File: config.mk
export PLATFORM = sky130hd
export DESIGN_NAME = dsp38_z_collector
export DESIGN_NICKNAME = d
export VERILOG_FILES = /design/src/rtl/dsp38_pkg.sv /design/src/rtl/dsp38_z_fifo.sv /design/src/rtl/dsp38_z_collector.sv
export SDC_FILE = /design/constraint.sdc
export NUM_CORES = 1
export LEC_CHECK = 0
export BUFFER_PORTS_ARGS = -buffer_cell sky130_fd_sc_hd__buf_2
export CAP_MARGIN = 20
export CORE_UTILIZATION = 50
export CTS_CLUSTER_DIAMETER = 60
export DETAILED_ROUTE_END_ITERATION = 10
export PLACE_DENSITY = 0.67
export SLEW_MARGIN = 30
export SYNTH_ARGS = -nofsm -noshare
export SYNTH_HDL_FRONTEND = slang
export SYNTH_SLANG_ARGS = --single-unit
export TNS_END_PERCENT = 20
File: constraint.sdc
create_clock -name clk -period 7.38 [get_ports clk]
set_clock_uncertainty 0.2 [all_clocks]
set_input_delay 1.476 -clock clk [delete_from_list [all_inputs] [get_ports clk]]
set_output_delay 1.476 -clock clk [all_outputs]
set_load 0.005 [all_outputs]
File: src/rtl/dsp38_pkg.sv
// Shared DSP38 definitions: operand/result widths, the Z result type and the
// result clamp helper used by the Z collector when DSP38_Z_SAT_EN is defined.
package dsp38_pkg;

  localparam int Z_W       = 38;
  localparam int A_W       = 20;
  localparam int B_W       = 18;
  localparam int ACC_FIR_W = 6;

  typedef logic [Z_W-1:0] dsp38_z_t;

  // Clamp z into a sat_w-bit range. Returns {sat_flag, value}; value is the
  // clamped result sign/zero-extended to Z_W bits, so callers keep the low
  // sat_w bits. Unsigned mode treats the top z bit as magnitude.
  function automatic logic [Z_W:0] dsp38_sat(input dsp38_z_t z,
                                             input int       sat_w,
                                             input logic     is_signed);
    dsp38_z_t      hi;
    dsp38_z_t      lo;
    logic [Z_W:0]  res;
    res = {1'b0, z};
    if (is_signed) begin
      hi = (dsp38_z_t'(1) << (sat_w - 1)) - dsp38_z_t'(1);
      lo = ~hi;
      if ($signed(z) > $signed(hi)) begin
        res = {1'b1, hi};
      end else if ($signed(z) < $signed(lo)) begin
        res = {1'b1, lo};
      end
    end else begin
      hi = (dsp38_z_t'(1) << sat_w) - dsp38_z_t'(1);
      lo = '0;
      if (z > hi) begin
        res = {1'b1, hi};
      end
    end
    return res;
  endfunction

endpackage

File: src/rtl/dsp38_z_fifo.sv
// Synchronous FIFO for collected Z results. count_o is the source of truth
// for full/empty; pointers wrap modulo DEPTH. Read data is the head entry
// (no bypass: a pushed word is visible the cycle after the push).
module dsp38_z_fifo #(
  parameter int W     = 38,
  parameter int DEPTH = 4
) (
  input  logic                       clk,
  input  logic                       rst,
  input  logic                       push_i,
  input  logic [W-1:0]               push_data_i,
  input  logic                       pop_i,
  output logic [W-1:0]               rd_data_o,
  output logic [$clog2(DEPTH+1)-1:0] count_o
);

  localparam int PTR_W = (DEPTH > 1) ? $clog2(DEPTH) : 1;
  localparam int CNT_W = $clog2(DEPTH + 1);
  localparam logic [CNT_W-1:0] FULL_CNT = CNT_W'(DEPTH);

  logic [W-1:0]     mem_q [DEPTH];
  logic [PTR_W-1:0] wr_ptr_q, wr_ptr_d;
  logic [PTR_W-1:0] rd_ptr_q, rd_ptr_d;
  logic [CNT_W-1:0] count_q, count_d;
  logic             do_push;
  logic             do_pop;

  // Next-state for pointers and occupancy; push and pop are independent.
  always_comb begin
    do_push  = push_i && (count_q != FULL_CNT);
    do_pop   = pop_i && (count_q != '0);
    wr_ptr_d = wr_ptr_q;
    rd_ptr_d = rd_ptr_q;
    count_d  = count_q;
    if (do_push) wr_ptr_d = wr_ptr_q + PTR_W'(1);
    if (do_pop)  rd_ptr_d = rd_ptr_q + PTR_W'(1);
    case ({do_push, do_pop})
      2'b10:   count_d = count_q + CNT_W'(1);
      2'b01:   count_d = count_q - CNT_W'(1);
      default: count_d = count_q;
    endcase
  end

  // Storage and pointer registers; reset clears contents so the head reads 0.
  always_ff @(posedge clk) begin
    if (rst) begin
      for (int i = 0; i < DEPTH; i++) mem_q[i] <= '0;
      wr_ptr_q <= '0;
      rd_ptr_q <= '0;
      count_q  <= '0;
    end else begin
      if (do_push) mem_q[wr_ptr_q] <= push_data_i;
      wr_ptr_q <= wr_ptr_d;
      rd_ptr_q <= rd_ptr_d;
      count_q  <= count_d;
    end
  end

  assign rd_data_o = mem_q[rd_ptr_q];
  assign count_o   = count_q;

`ifndef SYNTHESIS
  // Upstream credit accounting must never let a push reach a full FIFO.
  always_ff @(posedge clk) begin
    if (!rst) begin
      assert (!(push_i && (count_q == FULL_CNT)))
        else $error("dsp38_z_fifo: push while full");
    end
  end
`endif

endmodule

File: src/rtl/dsp38_z_collector.sv
// DSP38 Z collector: aligns the DSP38 Z output to its issue strobe through a
// LATENCY-deep valid line, queues results in a FIFO and returns credit to
// the issuer, since the DSP itself cannot stall.
// Optional feature macro: DSP38_Z_SAT_EN (clamp Z into SAT_W bits per entry).
//
// Handshakes: upstream may assert in_valid only while issue_ready=1 (an issue
// with issue_ready=0 is dropped and sets the sticky overflow flag). On the
// output side an entry transfers on a clk edge where out_valid && out_ready;
// while out_valid=1 and out_ready=0 the head (out_data/out_sat) holds.
module dsp38_z_collector
  import dsp38_pkg::*;
#(
  parameter int LATENCY  = 0,
  parameter int DEPTH    = 4,
  parameter int Z_SIGNED = 0,
  parameter int SAT_W    = 20
) (
  input  logic                       clk,
  input  logic                       reset,
  input  logic                       in_valid,
  output logic                       issue_ready,
  input  logic [Z_W-1:0]             z,
  output logic                       out_valid,
  input  logic                       out_ready,
`ifdef DSP38_Z_SAT_EN
  output logic [SAT_W-1:0]           out_data,
`else
  output logic [Z_W-1:0]             out_data,
`endif
  output logic                       out_sat,
  output logic [$clog2(DEPTH+1)-1:0] count,
  output logic                       overflow
);

  localparam int CNT_W = $clog2(DEPTH + 1);
  localparam int DL_W  = (LATENCY > 0) ? LATENCY : 1;
`ifdef DSP38_Z_SAT_EN
  localparam int FIFO_W = SAT_W + 1;
`else
  localparam int FIFO_W = Z_W;
`endif

  if (LATENCY < 0 || LATENCY > 2) begin : g_bad_latency
    $error("dsp38_z_collector: LATENCY must be 0..2");
  end
  if (DEPTH < 2 || (DEPTH & (DEPTH - 1)) != 0) begin : g_bad_depth
    $error("dsp38_z_collector: DEPTH must be a power of two >= 2");
  end
  if (SAT_W < 8 || SAT_W > 37 || Z_SIGNED < 0 || Z_SIGNED > 1) begin : g_bad_sat
    $error("dsp38_z_collector: SAT_W must be 8..37 and Z_SIGNED 0 or 1");
  end

  logic [DL_W-1:0]   vld_q, vld_d;
  logic              overflow_q, overflow_d;
  logic [CNT_W-1:0]  inflight;
  logic [CNT_W:0]    credit_sum;
  logic [CNT_W-1:0]  fifo_count;
  logic              accept;
  logic              push_en;
  logic              pop_en;
  logic [FIFO_W-1:0] push_data;
  logic [FIFO_W-1:0] rd_data;

  // Credit: occupancy plus results still inside the DSP pipeline. Built from
  // registers only, so a pop frees credit one cycle later.
  always_comb begin
    inflight = '0;
    if (LATENCY > 0) begin
      for (int i = 0; i < DL_W; i++) inflight = inflight + CNT_W'(vld_q[i]);
    end
    credit_sum  = {1'b0, fifo_count} + {1'b0, inflight};
    issue_ready = credit_sum < (CNT_W + 1)'(DEPTH);
  end

  // Valid delay line and sticky overflow next-state.
  always_comb begin
    accept     = in_valid && issue_ready;
    vld_d      = '0;
    if (LATENCY > 0) vld_d = (vld_q << 1) | DL_W'(accept);
    overflow_d = overflow_q | (in_valid & ~issue_ready);
  end

  // Delay line and overflow registers.
  always_ff @(posedge clk) begin
    if (reset) begin
      vld_q      <= '0;
      overflow_q <= 1'b0;
    end else begin
      vld_q      <= vld_d;
      overflow_q <= overflow_d;
    end
  end

  assign push_en = (LATENCY == 0) ? accept : vld_q[DL_W-1];
  assign pop_en  = out_valid && out_ready;

`ifdef DSP38_Z_SAT_EN
  logic [Z_W:0] sat_res;
  assign sat_res   = dsp38_sat(z, SAT_W, Z_SIGNED != 0);
  assign push_data = {sat_res[Z_W], sat_res[SAT_W-1:0]};
`else
  assign push_data = z;
`endif

  dsp38_z_fifo #(
    .W     (FIFO_W),
    .DEPTH (DEPTH)
  ) u_fifo (
    .clk         (clk),
    .rst         (reset),
    .push_i      (push_en),
    .push_data_i (push_data),
    .pop_i       (pop_en),
    .rd_data_o   (rd_data),
    .count_o     (fifo_count)
  );

  assign out_valid = (fifo_count != '0);
  assign count     = fifo_count;
  assign overflow  = overflow_q;

`ifdef DSP38_Z_SAT_EN
  assign out_data = rd_data[SAT_W-1:0];
  assign out_sat  = rd_data[FIFO_W-1];
`else
  assign out_data = rd_data;
  assign out_sat  = 1'b0;
`endif

endmodule

==> After elaboration in Yosys (flattened, before gate mapping) <==
Memory sizes are Yosys's and may differ from the RTL's. A register that Yosys moved wholly into a read port is not among the register bits.
Cells that the tools add are included.
{ "totals": {"register_bits": 8, "latchBits": 0, "mem_bits_rw": 152, "rom_bits": 0, "in_bits": 42, "output_inout_bits": 45, "n_memories": 1} }
{ "memory_table": {"columns": ["memory", "depth", "width", "rd", "rd_clocked_by_memory_dff", "wr", "line", "text"], "rows": [
  ["u_fifo.mem_q", 4, 38, 1, 1, 4, "dsp38_z_fifo.sv:21", "logic [W-1:0] mem_q [DEPTH];"]
]} }
{ "op_classes": {"add_sub_neg": 4, "mul": 0, "div": 0, "n_lt_le_gt_ge": 1, "n_eq_ne": 3, "shift": 0, "muxes": 11, "n_bitwise": 3, "n_reduce_logical": 7} }
{ "ops": {"columns": ["cell", "n"], "rows": [
  ["$mux W38", 1],
  ["$reduce_or A38 Y1", 1],
  ["$mux W1", 6],
  ["$mux W2", 3],
  ["$pmux W3 S2", 1],
  ["$add A2 B1 Y2 const B", 2],
  ["$logic_and A1 B1 Y1", 4],
  ["$add A3 B1 Y3 const B", 1],
  ["$lt A3 B3 Y1 const B", 1],
  ["$ne A3 B3 Y1 const B", 1],
  ["$reduce_bool A3 Y1", 1],
  ["$sub A3 B1 Y3 const B", 1],
  ["$eq A2 B1 Y1 const B", 1],
  ["$eq A2 B2 Y1 const B", 1],
  ["$reduce_bool A2 Y1", 1],
  ["$and A1 B1 Y1", 1],
  ["$not A1 Y1", 1],
  ["$or A1 B1 Y1", 1]
]} }

==> Logic depth before layout (Yosys ltp) <==
Gate-level depths: netlist of run 1.
{ "logic_depth": {"ltp_word": 8, "ltp_mapped": 8} }

==> Modules after synthesis <==
From an unflattened synthesis of run 1, not the netlist that was laid out.
{ "unflattened": {"cells_unflattened": 426, "hier_area_um2": 7106.8} }
{ "by_module_without_submodules": {"columns": ["mod", "instances", "cells_per_inst", "area_each_um2"], "rows": [
  ["dsp38_z_fifo", 1, 417, 7036.7],
  ["dsp38_z_collector", 1, 9, 70.1]
]} }

==> Least setup slack after synthesis of run 1 <==
OpenSTA, ideal clock, no wires.
{ "synth_timing": {"kind": "input to register", "startpoint": "in in_valid", "endpoint": "mem u_fifo.mem_q[1][0] (enable)", "setup_time_ps": 441, "t_arrival_ps": 3400, "path_slack_ps": 3338, "path_stages": 2, "cell_sequence": "nand3b_1 > o21bai_1"} }
{ "synth_rtl": {"columns": ["item", "line", "text"], "rows": [
  ["start, declared", "dsp38_z_collector.sv:20", "input logic in_valid,"],
  ["end, declared", "dsp38_z_fifo.sv:21", null]
]} }

==> results of run 1 <==
[synthesized netlist by cell type]
library cell and count:
a21oi_1 3, conb_1 1, xor2_1 4, dfxtp_1 10, buf_4 5, clkbuf_1 7
nand2b_1 1, and2_1 152, o31a_1 1, nor4_4 2, a31o_2 2, or3_1 1
o311ai_0 1, inv_2 1, buf_2 6, o21ai_0 1, clkbuf_2 4, nor2_1 10
o21bai_1 1, xnor2_1 2, inv_1 5, nor4b_4 1, buf_6 6, fa_1 1
or2_2 1, nand3_1 1, mux4_2 38, edfxtp_1 152, nand3b_1 1, ha_1 1
[metal layers]
metal  share of wire (%)  global-route usage [%]
met1                  43                    25.5
met2                  51                    33.1
met3                 5.3                    6.08
met4                 1.2                    7.25
met5                   0                       0
[stage by stage]
step	util, %	instances
after floorplan	-	422
after global placement	54.9	664
after detailed placement	55.0	664
after CTS	59.2	696
after global routing	59.4	697
final	59.4	697
[power groups by stage]
stage | Clock (µW) | Sequential (µW) | Combinational [µW]
2_1_floorplan | 0 | 1190 | 395
3_3_place_gp | 0 | 1280 | 492
3_5_place_dp | 0 | 1280 | 502
4_1_cts | 873 | 1260 | 503
5_1_grt | 912 | 1280 | 542
6_report | 863 | 1260 | 497
[critical path: stages, from the launching register on]
cell and delay (ps):
dfxtp_4 880, mux4_2 640, buf_2 150
[cell families after synthesis]
group,after synthesis
AO/OA/AOI/OAI,9
XOR/XNOR,6
adder cells (fa/ha/maj),2
buffers and inverters,34
flip-flops,162
multiplexers,38
other,1
AND/OR/NAND/NOR,170
[registers in the layout, indices dropped and copies added, names as in the netlist, named ones only]
signal	cells
u_fifo.count_o	3
u_fifo.rd_ptr_q	2
overflow	1
u_fifo.mem_q	152
u_fifo.wr_ptr_q	2
[area by class of cell]
cell class / instances / share of cell area [%]
Timing Repair Buffer: 91 / 5.97
Clock inverter: 13 / 1.74
Tap cell: 180 / 2.74
Sequential cell: 162 / 58.1
Multi-Input combinational cell: 226 / 25.9
Clock buffer: 19 / 5.27
Inverter: 6 / 0.274
[final timing paths]
| check | start | endpoint | slack (ps) | depth (start not counted) |
|---|---|---|---|---|
| setup / recovery | flip-flop | out_data[6] | 3600 | 2 |
| hold / removal | overflow | overflow | 300 | 2 |
| setup reg to reg | u_fifo.count_o[2] | u_fifo.mem_q[0][31] | 4820 | 4 |
| hold reg to reg | overflow | overflow | 300 | 2 |
==> results by group, run 1 <==
Route
  • Drt first pass iters: 5
  • Via count: 3,696
  • Vias per inst: about 5.3
  • DRC viols: 0
  • Antenna viol nets, final: 0
  • 1st-iter DRT viols: 259
  • Wire per inst: 19.3 µm
  • WL final: 13.4 mm

Synthesis
  • Flops & latches, synth: 162
  • Biggest area consumer among synthesized cells: edfxtp_1
  • Adder-Cell Fraction of Synth Area: less than 1%
  • Mean Syn Cell Area: 16.7 µm²
  • Syn nets: 466
  • Post-Synth Simple-Gate Area: between 10% and 20%
  • Top cells by area, synth: edfxtp_1, and2_1, mux4_2
  • Synth Area in XOR/XNOR: less than 1%
  • Largest family of logic cells by synthesized area: simple AND/OR/NAND/NOR gates
  • Mux contribution to synthesized area: 12.1%
  • Synth top area share: ~65%
  • Synthesized cell area: 7060 µm²
  • Ys Warns: 0
  • Synth Instances: 422
  • Yosys cell types: 30
  • Post-synthesis compound-gate area fraction: 0.886%
  • Post-synthesis sequential area ratio: 67.5%

Final layout
  • Nets@finish: ~550
  • Area of the multi-input gates: ~2100 µm²
  • FF+latch area: 4770 µm²
  • Most frequent cells in the layout: and2_1, edfxtp_1, buf_2
  • Inserted Diodes: 0
  • Fillers: 1,073
  • Design Area, Final: 8210 µm²
  • Area growth syn-to-layout: 16.2%
  • Share of cells above drive strength 1: 32.5%

Power
  • Part of the power in registers: 48.0%
  • PwrDens: between 300 and 400 nW/µm²
  • Clk pwr share: 33.0%
  • Internal power: 1950 µW
  • Static Leak: 0.00311 µW
  • Logic pwr share: 19.0%
  • Pwr Total: 2620 µW
  • Switch share: 25.4%
  • P_sw: 665 µW
  • Maximum VDD drop: roughly 0.00019 V

Setup path
  • CP Max Fanout: 38
  • Worst setup SP type: flip-flop
  • Worst path required time: between 5000 and 6000 ps
  • Worst Setup End Kind: output port
  • CP arrival: 2100 ps
  • Critical path class: reg -> out

Die
  • Die H: 121 µm
  • Core area: between 10,000 and 15,000 µm²
  • Chip width: 121 µm
  • Die ar.: 14,600 µm²
  • Starting Density: 51.1%
  • # IOs: 87
  • # rows: 43

Global routing
  • Antenna violations before repair: 0
  • Largest net degree at the start of global routing: 40
  • Number of global-route vias before repair: 3,967
  • Global-route wire length before repair: 21.1 mm
  • Total GRT Usage: 20.2%
  • Grt ovf: 0

Clocking
  • Post-CTS setup buffers: 0
  • Clk root buf: clkbuf_16
  • Post-CTS Resized: 0
  • Clk_lat worst skew: roughly 420 ps
  • H-tree depth: 4
  • TritonCTS clock tree: built
  • CTS Buf Count: 17
  • Clock tree sinks: 162
  • Reg clk slew, reported paths: 60 ps
  • Clock Path Buffers: 2
  • CTS hold repair buffers: 0

STA
  • Fmax: 265 MHz
  • Total negative slack: 0 ps
  • PnR worst setup slack: approximately 3600 ps
  • Slew Limit Headroom: about two fifths
  • Min Tclk post-route: around 3800 ps
  • Setup violators final: 0
  • Final worst-path cycle share: between 50% and 60%
  • Worst slew pin tran: 870 ps
  • RSZ-0062 raised after global routing: no
  • WHS: 296 ps
  • Final hold vios: 0
  • Final Max Tran Viols: 0

Placed design
  • Number of port buffers: 85
  • Placed cell area: 7610 µm²
  • Pre-CTS WS: 3670 ps
  • Routability cong.: 0.752
  • DPL Wire Length: about 7.5 mm

Job
  • Max Cap Viol: 0

Worst hold path
  • Min-Delay Path Class: reg -> reg

Outcome
  • Run status: finished clean
Note: power is estimated with default switching activity, not from simulation.
==> run 2: changes to the inputs <==
- ABC_AREA: unset -> 1
- clock period: 7.38 -> 3.9 ns (I/O delays scaled with it)
==> run 2 against run 1 <==
Net effect:
- first-iteration DRC count grew 55%
- worst hold slack gained 1.4 ps
- final cell count grew 30%
- non-clock buffer count grew 6
- total power grew 94%
- worst setup slack lost 2700 ps
- register-to-register slack lost 3500 ps
- critical path type unchanged
- largest power group unchanged
==> results by group, run 2 <==
Outcome
  • Run status: finished clean

Final layout
  • Largest register FFs: 152 (unchanged)
  • Leading cell type in the layout, fill and taps excluded: nor2_1
  • Area growth syn-to-layout: 16.7%
  • Area of the multi-input gates: 1840 µm² (-13%)
  • Inserted Diodes: 0 (unchanged)
  • Biggest register: u_fifo.mem_q
  • Share of cells above drive strength 1: 21.7% (-11 points)
  • Most frequent cells in the layout: nor2_1, edfxtp_1, buf_2
  • Nets@finish: 763 (+39%)
  • FF+latch area: 4770 µm² (-0.13%)
  • Fillers: 1,152 (+7.4%)
  • Final core occ: 60.7% (+1.3 points)

Die
  • # rows: 42 (-2.3%)
  • Die H: 120 µm (-0.47%)
  • # IOs: 87 (unchanged)
  • Core area: 13,500 µm² (-2.7%)
  • Die ar.: 14,500 µm² (-0.94%)
  • Chip width: 120 µm (-0.47%)
  • Starting Density: 52.0% (+0.92 points)

Setup path
  • Worst reg2reg path depth: 5 (+1)
  • R2R Path End: u_fifo.mem_q[2][15]
  • Worst Setup End Kind: output port
  • R2r setup slk: 1360 ps (-3460 ps)
  • Critical path class: reg -> out
  • CP Max Fanout: 24 (-37%)
  • Worst r2r src: u_fifo.wr_ptr_q[1]
  • CP arrival: 2060 ps (-40 ps)
  • Worst path required time: 2920 ps (-2780 ps)
  • Worst setup SP type: flip-flop

Synthesis
  • Post-synthesis sequential area ratio: 68.1% (+0.65 points)
  • Most frequent cell after synthesis: nor2_1
  • Biggest area consumer among synthesized cells: edfxtp_1
  • Synth top area share: 65.3% (+0.62 points)
  • Mean Syn Cell Area: 10.9 µm² (-35%)
  • Post-synth EDFFs: 152 (unchanged)
  • Predominant post-synthesis flop cell: edfxtp_1
  • Yosys cell types: 26 (-13%)
  • Synth cell count leaders: nor2_1, edfxtp_1, o21ai_0
  • Ys Warns: 0 (unchanged)
  • Flops & latches, synth: 162 (unchanged)
  • Syn nets: 688 (+48%)
  • Async SR Flop Fraction: 0% (unchanged)
  • Top cells by area, synth: edfxtp_1, nor2_1, o21ai_0
  • Synth Instances: 644 (+53%)
  • Synthesized cell area: 6990 µm² (-0.96%)

Clocking
  • CTS Buf Count: 17 (unchanged)
  • Clock Path Buffers: 2 (unchanged)
  • Clock tree sinks: 162 (unchanged)
  • Reg clk slew, reported paths: 60 ps (about the same)
  • Post-CTS Resized: 0 (unchanged)
  • CTS hold repair buffers: 0 (unchanged)
  • Post-CTS setup buffers: 0 (unchanged)
  • Clk root buf: clkbuf_16
  • TritonCTS clock tree: built
  • H-tree depth: 4 (unchanged)
  • Clk_lat worst skew: 430 ps (about the same)

STA
  • Slew Limit Headroom: 37.7% (-3.9 points)
  • Final worst-path cycle share: 77.9%
  • Final hold vios: 0 (unchanged)
  • Worst slew pin tran: 933 ps (+63.2 ps)
  • Fmax: between 300 and 400 MHz
  • RSZ-0062 raised after global routing: no
  • Setup violators final: 0 (unchanged)
  • WHS: 298 ps (+1.43 ps)
  • Total negative slack: 0 ps (unchanged)
  • Final Max Tran Viols: 0 (unchanged)
  • Min Tclk post-route: between 3000 and 4000 ps

Worst hold path
  • HP Start: overflow
  • Worst hold stages: 2 (unchanged)
  • Hold EP: overflow
  • Min-Delay Path Class: reg -> reg

Route
  • Drt first pass iters: 4 (-1)
  • 1st-iter DRT viols: 401 (+55%)
  • Wire per inst: 17.2 µm (-11%)
  • Vias per inst: 5.37 (+1.2%)
  • Antenna viol nets, final: 0 (unchanged)
  • Via count: 4,872 (+32%)
  • WL final: 15.6 mm (+17%)
  • DRC viols: 0 (unchanged)

Power
  • Maximum VDD drop: 0.000412 V (+120%)
  • Static Leak: 0.00342 µW (+10%)
  • PwrDens: 622 nW/µm² (+95%)

Global routing
  • Antenna violations before repair: 0 (unchanged)
  • Global-route wire length before repair: 24.4 mm (+16%)
  • Total GRT Usage: 22.9% (+2.6 points)
  • Number of global-route vias before repair: 4,884 (+23%)
  • Largest net degree at the start of global routing: 77 (+93%)
  • Grt ovf: 0 (unchanged)

Placed design
  • Routability cong.: 0.752 (about the same)
  • Number of port buffers: 85 (unchanged)
  • DPL Wire Length: 8.56 mm (+14%)

Job
  • Max Cap Viol: 0 (unchanged)
run 2: area by class of cell:
class                      instances  area share, %
sequential                       162           58.4
clock buffer                      27           6.28
multi-input combinational        386           22.5
timing repair buffer              97           6.62
tap                              176           2.70
clock inverter                     5          0.950
inverter                          55           2.56
run 2: per-layer routing:
layer	global-route usage (%)	up-vias	share of wire, %
met5	0	-	0
met4	10.0	0	1.8
met3	4.15	24	5.3
met2	38.8	155	51
met1	28.7	2367	42
li1	-	2326	-
run 2: worst max-delay path by stage:
stage | start | endpoint | slack [ps] | depth (start not counted)
after floorplan | in_valid | u_fifo.mem_q[2][0] | -410 | 2
after global placement | reset | u_fifo.mem_q[0][21] | 1200 | 7
after detailed placement | in_valid | u_fifo.mem_q[1][12] | 1190 | 4
after CTS | flip-flop | out_data[2] | 840 | 5
after global routing | flip-flop | out_data[6] | 740 | 4
final | flip-flop | out_data[26] | 860 | 5
run 2: critical path, cell delays in order (launching register included):
cell	delay [ps]
dfxtp_1	310
inv_1	390
buf_4	400
o21ai_0	150
o22ai_1	210
buf_2	170
run 2: cell families (layout without fill, tap and decap cells):
kind of cell	count (synthesis)	in the layout	share of synthesized area (%)
other	1	1	0.0536
buffers and inverters	96	184	6.19
AO/OA/AOI/OAI	126	126	9.77
flip-flops	162	162	68.1
AND/OR/NAND/NOR	257	257	15.4
adder cells (fa/ha/maj)	2	2	0.465
run 2: through the flow:
| stage | total power, µW | area (µm²) | worst slack (ps) | cells |
|---|---|---|---|---|
| after floorplan | 2980 | 7000 | -405 | 644 |
| final | 5080 | 8160 | 861 | 908 |
| after global placement | 3430 | 7570 | 1200 | 876 |
| after CTS | 5110 | 8160 | 841 | 908 |
| after global routing | 5310 | 8160 | 743 | 908 |
| after detailed placement | 3470 | 7570 | 1190 | 876 |
run 2: power by group:
| group | total [µW] | internal, µW | switching [µW] |
|---|---|---|---|
| registers | 2180 | 2120 | 63.2 |
| clock network | 1650 | 1030 | 627 |
| logic | 1250 | 414 | 835 |
| total | 5080 | 3560 | 1520 |
==> run 3: changes to the inputs <==
- ABC_AREA: 1 -> 0
- clock period: 3.9 -> 2.8 ns (I/O delays scaled with it)
==> run 3 against run 2 <==
Net effect:
- combinational power grew 24%
- critical path depth shrank 2
- sequential power grew 45%
- highest routed layer unchanged
- via count shrank 24%
- worst setup slack lost 700 ps
- count of clock-buffer cells in the layout shrank 10
- register-to-register slack lost 790 ps
- sequential cell count is the same
- design area grew 2.7%
- routed wire length shrank 13%
==> results by group, run 3 (synthesized netlist as in run 1, its figures left out) <==
Power
  • Static Leak: 0.00318 µW (-7.0%)
  • PwrDens: 862 nW/µm² (+38%)
  • Maximum VDD drop: 0.000467 V (+13%)

Route
  • 1st-iter DRT viols: 305 (-24%)
  • Vias per inst: 5.30 (-1.2%)
  • Drt first pass iters: 4 (unchanged)
  • Via count: 3,726 (-24%)
  • WL final: 13.7 mm (-13%)
  • DRC viols: 0 (unchanged)
  • Antenna viol nets, final: 0 (unchanged)
  • Wire per inst: 19.4 µm (+13%)

Final layout
  • Area growth syn-to-layout: 18.7%
  • Biggest register: u_fifo.mem_q
  • FF+latch area: 4770 µm² (about the same)
  • Fillers: 1,034 (-10%)
  • Nets@finish: 553 (-28%)
  • Largest register FFs: 152 (unchanged)
  • Area of the multi-input gates: 2110 µm² (+15%)
  • Design Area, Final: 8380 µm² (+2.7%)
  • Most frequent cells in the layout: and2_1, edfxtp_1, buf_2
  • Share of cells above drive strength 1: 33.9% (+12 points)
  • Non-Filler Instances: 703 (-23%)

Outcome
  • Run status: finished clean

Clocking
  • Clk_lat worst skew: 430 ps (about the same)
  • Clk root buf: clkbuf_16
  • CTS hold repair buffers: 0 (unchanged)
  • Reg clk slew, reported paths: 60 ps (about the same)
  • TritonCTS clock tree: built
  • Post-CTS setup buffers: 0 (unchanged)
  • Clock tree sinks: 162 (unchanged)
  • CTS Buf Count: 17 (unchanged)
  • Post-CTS Resized: 0 (unchanged)
  • Clock Path Buffers: 2 (unchanged)
  • H-tree depth: 4 (unchanged)

Setup path
  • Critical path class: reg -> out
  • Worst path required time: 2040 ps (-880 ps)
  • CP Max Fanout: 16 (-33%)
  • CP arrival: 1870 ps (-190 ps)
  • Worst setup SP type: flip-flop
  • R2r setup slk: 570 ps (-790 ps)
  • Worst Setup End Kind: output port
  • Worst r2r src: u_fifo.count_o[2]

Global routing
  • Global-route wire length before repair: 21.3 mm (-13%)
  • Antenna violations before repair: 1 (+1)
  • Largest net degree at the start of global routing: 39 (-49%)
  • Number of global-route vias before repair: 3,929 (-20%)
  • Grt ovf: 0 (unchanged)
  • Total GRT Usage: 20.5% (-2.4 points)

Worst hold path
  • HP Start: in_valid
  • Min-Delay Path Class: in -> reg

STA
  • Slew Limit Headroom: 38.8% (+1.1 points)
  • RSZ-0062 raised after global routing: no
  • Final Max Tran Viols: 0 (unchanged)
  • Fmax: ~380 MHz
  • PnR worst setup slack: 165 ps (-696 ps)
  • Final hold vios: 0 (unchanged)
  • Final worst-path cycle share: between 90% and 100%
  • Worst slew pin tran: 916 ps (-17.5 ps)
  • Total negative slack: 0 ps (unchanged)
  • Min Tclk post-route: ~2600 ps
  • Setup violators final: 0 (unchanged)

Placed design
  • Inst Count DP: 670 (-24%)
  • DPL Wire Length: 7.71 mm (-10%)
  • Placed cell area: 7740 µm² (+2.2%)
  • Pre-CTS WS: 419 ps (-773 ps)
  • Routability cong.: 0.704 (-6.4%)
  • Number of port buffers: 85 (unchanged)

Die
  • # rows: 43 (+2.4%)
  • Starting Density: 51.1% (-0.92 points)
  • Die ar.: 14,600 µm² (+0.95%)
  • Die H: 121 µm (+0.47%)
  • # IOs: 87 (unchanged)
  • Chip width: 121 µm (+0.47%)
  • Core area: 13,800 µm² (+2.8%)

Job
  • Max Cap Viol: 0 (unchanged)
run 3: changes by cell type in the layout (fill, tap and decap cells not counted), sizes merged, moves of 49 or more:
cell / before / now
nor2: 200 / 10
and2: 0 / 152
o21ai: 82 / 1
nand2: 53 / 0
inv: 55 / 6
run 3: area by class of cell:
type,instances,area share (%)
Clock buffer,17,5.07
Sequential cell,162,56.9
Multi-Input combinational cell,226,25.2
Clock inverter,15,2.57
Timing Repair Buffer,96,7.25
Tap cell,180,2.69
Antenna cell,1,0.0299
Inverter,6,0.269
run 3: worst paths after layout:
check                                         end  cells after the start
worst min register to register           overflow                      2
worst max register to register  u_fifo.count_o[2]                      7
worst max-delay path                  out_data[2]                      3
worst min-delay path                     overflow                      3
run 3: stage by stage:
step                hold WS (ps)  total power, µW  utilization, %
floorplan                    260             4180               -
CTS                          194             7300            60.6
global placement             250             4770            56.0
detailed placement           266             4810            56.0
finish                       212             7230            60.6
global route                 222             7540            60.6
run 3: power breakdown:
| group | switching (µW) | internal [µW] | leakage, µW | total, µW |
|---|---|---|---|---|
| combinational | 720 | 829 | 0.00121 | 1550 |
| clock | 931 | 1570 | 0.000308 | 2500 |
| sequential | 168 | 3010 | 0.00167 | 3170 |
| total | 1820 | 5410 | 0.00318 | 7230 |
run 3: worst max-delay path: stages (launching register included):
cell	delay, ps
dfxtp_4	500
buf_12	230
mux4_2	560
buf_2	150
run 3: per-layer routing:
layer | track usage [%] | wire length (µm)
met1 | 25.2 | 5760
met2 | 34.4 | 7180
met3 | 5.80 | 585
met4 | 7.41 | 139
met5 | 0 | 0
